[config.mk]
export PLATFORM = sky130hd
export DESIGN_NAME = deshift
export DESIGN_NICKNAME = d
export VERILOG_FILES = /design/src/rtl/deshift_pkg.sv /design/src/rtl/deshift.sv
export SDC_FILE = /design/constraint.sdc
export NUM_CORES = 1
export LEC_CHECK = 0
export CAP_MARGIN = 20
export CORE_AREA = 2 2 39 41
export DETAILED_ROUTE_END_ITERATION = 10
export DIE_AREA = 0 0 41 43
export PLACE_DENSITY = 0.69
export SYNTH_ARGS = -nofsm -noshare
export SYNTH_HDL_FRONTEND = slang
export SYNTH_SLANG_ARGS = --single-unit
export TNS_END_PERCENT = 100
[constraint.sdc]
create_clock -name clk -period 1.1 [get_ports clk]
set_input_delay 0.22 -clock clk [delete_from_list [all_inputs] [get_ports clk]]
set_output_delay 0.22 -clock clk [all_outputs]
set_load 0.1 [all_outputs]
[src/rtl/deshift_pkg.sv]
// Serial-link constants shared by the shifter and deshifter ends of the link.
// Words travel MSB first. Each new bit enters at the LSB end and older bits
// move toward the MSB.
package deshift_pkg;

  localparam int MAX_WIDTH = 32;

  // Pushes one received bit into a word using the link's MSB-first order.
  function automatic logic [MAX_WIDTH-1:0] shift_msb_first(
    input logic [MAX_WIDTH-1:0] word,
    input logic                 bit_in
  );
    return (word << 1) | MAX_WIDTH'(bit_in);
  endfunction

endpackage

[src/rtl/deshift.sv]
// Serial-in, parallel-out deserializer. It collects WIDTH bits, MSB first,
// into a word. Each completed word is held in a registered output with a
// valid/ack handshake. A sticky overrun flag records when a word was
// replaced before the consumer took it.
module deshift
  import deshift_pkg::*;
#(
  parameter  int WIDTH = 4,
  localparam int CNT_W = $clog2(WIDTH)
) (
  input  logic             clk,
  input  logic             rst,
  input  logic             in,
  input  logic             en,
  input  logic             clr,
  output logic [WIDTH-1:0] out,
  output logic             out_valid,
  input  logic             out_ack,
  output logic             overrun,
  output logic [CNT_W-1:0] bit_cnt
);

  // Index of the last bit in a word. The counter wraps explicitly at this
  // value, so power-of-two widths do not depend on natural rollover.
  localparam logic [CNT_W-1:0] LAST = CNT_W'(WIDTH - 1);

  logic [WIDTH-1:0] sr;
  logic [WIDTH-1:0] next_word;
  logic             word_done;

  assign next_word = WIDTH'(shift_msb_first(MAX_WIDTH'(sr), in));
  assign word_done = en && !clr && (bit_cnt == LAST);

  // Shift register and bit counter. A frame restart beats a bit strobe.
  always_ff @(posedge clk or negedge rst) begin
    if (!rst) begin
      sr      <= '0;
      bit_cnt <= '0;
    end else if (clr) begin
      sr      <= '0;
      bit_cnt <= '0;
    end else if (en) begin
      sr <= next_word;
      if (bit_cnt == LAST) begin
        bit_cnt <= '0;
      end else begin
        bit_cnt <= bit_cnt + CNT_W'(1);
      end
    end
  end

  // Output word, valid/ack handshake and sticky overrun flag.
  always_ff @(posedge clk or negedge rst) begin
    if (!rst) begin
      out       <= '0;
      out_valid <= 1'b0;
      overrun   <= 1'b0;
    end else begin
      if (word_done) begin
        out       <= next_word;
        out_valid <= 1'b1;
      end else if (out_valid && out_ack) begin
        out_valid <= 1'b0;
      end

      if (clr) begin
        overrun <= 1'b0;
      end else if (word_done && out_valid && !out_ack) begin
        overrun <= 1'b1;
      end
    end
  end

  // The counter never goes past the last bit index.
  a_cnt_range : assert property (@(posedge clk) disable iff (!rst)
    bit_cnt <= LAST);

  // A held word does not change unless a new word completes on top of it.
  a_out_stable : assert property (@(posedge clk) disable iff (!rst)
    (out_valid && !word_done) |=> (out == $past(out)));

endmodule

==> summary.txt <==
Outcome: finished, violations left
Failing checks: negative setup slack
Crit start category: register
Sequential element share of the synthesized area: 0.582
Flop and latch count out of synthesis: 11
Final period util: 1.16
DR pass1 iterations: 4
First-pass GRT wire length: 1500 microns
Htree depth: 1
Critical path fanouts, max: 2
P_leak: 0.000409 uW
VDD IR max: 686 uV
CP max stage cell: dfrtp_4
Pin count of the biggest net entering global routing: 8
Horiz. Die Dim: 41 microns
F_max: 0.787 GHz
Setup-failing EPs final: 6
Total power draw: 1090 uW
DRC: 0
CTS tree: done
Endpoints failing hold: 0
Worst rel slew slack: 0.857
Area of the multi-input gates: 191 sq um
Post-synth top area share: 0.582
Sequential Area: 285 sq um
Clock slew at reported path FFs: 70 ps
Synthesized instance count: 33
Nets: 68
Hold Path Class: in -> async
Worst endpoint required time: 880 ps
Gr usage total: 0.130
Gr ovfl total: 0
Pre-CTS WS: -245 ps
Post-Syn Area: 473 sq um
Worst Setup Slack, final: -171 ps
IO Port Bufs: 13
Max stage delay on crit path: 500 ps
RSZ-0062 raised after global routing: true
Vias in the first global route: 350
Area leader, netlist: dfrtp_1
WL final: 905 microns
DIE AREA: 1760 sq um
Core footprint: 1380 sq um
Fill cells: 115
CTS Buffer Depth: 2
Ys Warns: 0
Final Max Slew Viols: 0
CTS sink count: 11
Initial antenna violation count: 0
Largest cells by area after synthesis: dfrtp_1 58%, mux2_4 13%, mux2i_1 8.5%
Worst path cell trace: buf_6, buf_12
Mapped Nets: 40
Layout cell share with drive strength beyond 1: 0.533
Placer Congestion: 0.760
Max Cap Viol: 0
Initial drt markers: 5
Number of I/O pins: 14
CTS Buf Count: 3
Skew-Pair Late Insertion Delay: 260 ps
CP Capture Type: output port
Die Span Y: 43 microns
Area Overhead vs Synth: 75.7%
Post-DRT Antenna Nets: 0
Worst EP arrival: 1050 ps
Synthesized area per cell: 14.3 sq um
Kind of critical path: reg -> out
Worst-Margin Slew: 214 ps
# diodes: 0
Netlist cell types: 12
Detailed placement HPWL: 701 microns
PD cells: 1310 nW/um^2
FP Rows: 14
Final min period: 1270 ps
Vias per cell: 4.46
Setup Skew: 2.87 ps
Post-layout util: 0.600
Initial Util: 0.342
DR WL/cell: 11.9 microns
Root Driver: clkbuf_4
Via count: 339
-- worst max-delay path: cells and delay by family, from the launching register on --
family	cells	cell delay, ps
flops	1	500
buf+inv	2	280
-- per-stage QoR --
step / std cells / setup TNS, ps / hold WS, ps / area, sq um
after global placement: 66 / -2000 / 456 / 752
after CTS: 73 / -789 / 165 / 808
after detailed placement: 66 / -2170 / 450 / 752
after global routing: 76 / -918 / 171 / 831
after floorplan: 33 / -1240 / -75.6 / 495
final: 76 / -778 / 165 / 831
-- layer usage --
metal,track usage,wire length [microns],share of wire,up-vias
li1,-,-,-,164
met1,0.162,385,0.43,167
met3,0.0366,36,0.040,0
met4,0.0800,0,0,0
met5,0,0,0,-
met2,0.191,483,0.53,8
-- repair_timing --
| item | in CTS | in global routing |
|---|---|---|
| gates resized for setup | 2 | 0 |
| setup endpoints to repair | 7 | 12 |
| hold buffers | 0 | 0 |
| hold endpoints to repair | 0 | 0 |
| setup buffers | 3 | 3 |
| pin swaps | 1 | 0 |
-- power breakdown --
part	internal [uW]	total, uW	switching, uW
logic	160	360	201
registers	432	459	26.6
clock network	140	268	128
-- synth_stat cells --
master,instances
ha_1,1
nand4b_1,1
nor2_1,5
dfrtp_1,11
nand3b_4,1
xnor2_1,1
mux2_4,4
inv_1,2
mux2i_1,4
o21ai_0,1
a21oi_1,1
buf_6,1
-- path summary, 6_finish.rpt --
kind,from,end,slack [ps],cells after the start
max in group asynchronous,rst,out[1],570,2
worst max register to register,bit_cnt[0],out[3],-120,3
worst min-delay path,rst,bit_cnt[0],170,1
worst min register to register,sr[2],out[3],530,1
min in group clk,sr[2],out[3],530,1
worst max-delay path,bit_cnt[0],bit_cnt[0],-170,2
-- cell usage in the layout (no fill, tap or decap), drive strengths merged --
master / count
buf: 19
dfrtp: 11
nor2: 5
clkdlybuf4s50: 5
mux2i: 4
mux2: 4
clkbuf: 4
inv: 2
xnor2: 1
nand3b: 1
o21ai: 1
nand4b: 1
a21oi: 1
ha: 1
-- layout make-up --
type	instances	share of cell area
tap	16	0.0241
multi-input combinational	19	0.230
timing repair buffer	24	0.361
clock buffer	4	0.0316
inverter	2	0.00904
sequential	11	0.343
-- sequential cells by signal, indices dropped and copies added, names as in the netlist --
name	flops
bit_cnt	2
out	4
sr	3
overrun	1
out_valid	1
-- kinds of logic after synthesis --
group                      count (synthesis)  synth area share
and+or+nand+nor                            7             0.101
DFF                                       11             0.582
buffers and inverters                      3            0.0397
AOI/OAI and AO/OA                          2            0.0211
adders and majority gates                  1            0.0265
xor gates and xnor gates                   1            0.0185
muxes                                      8             0.212
Power figures use the tool's default switching activity.
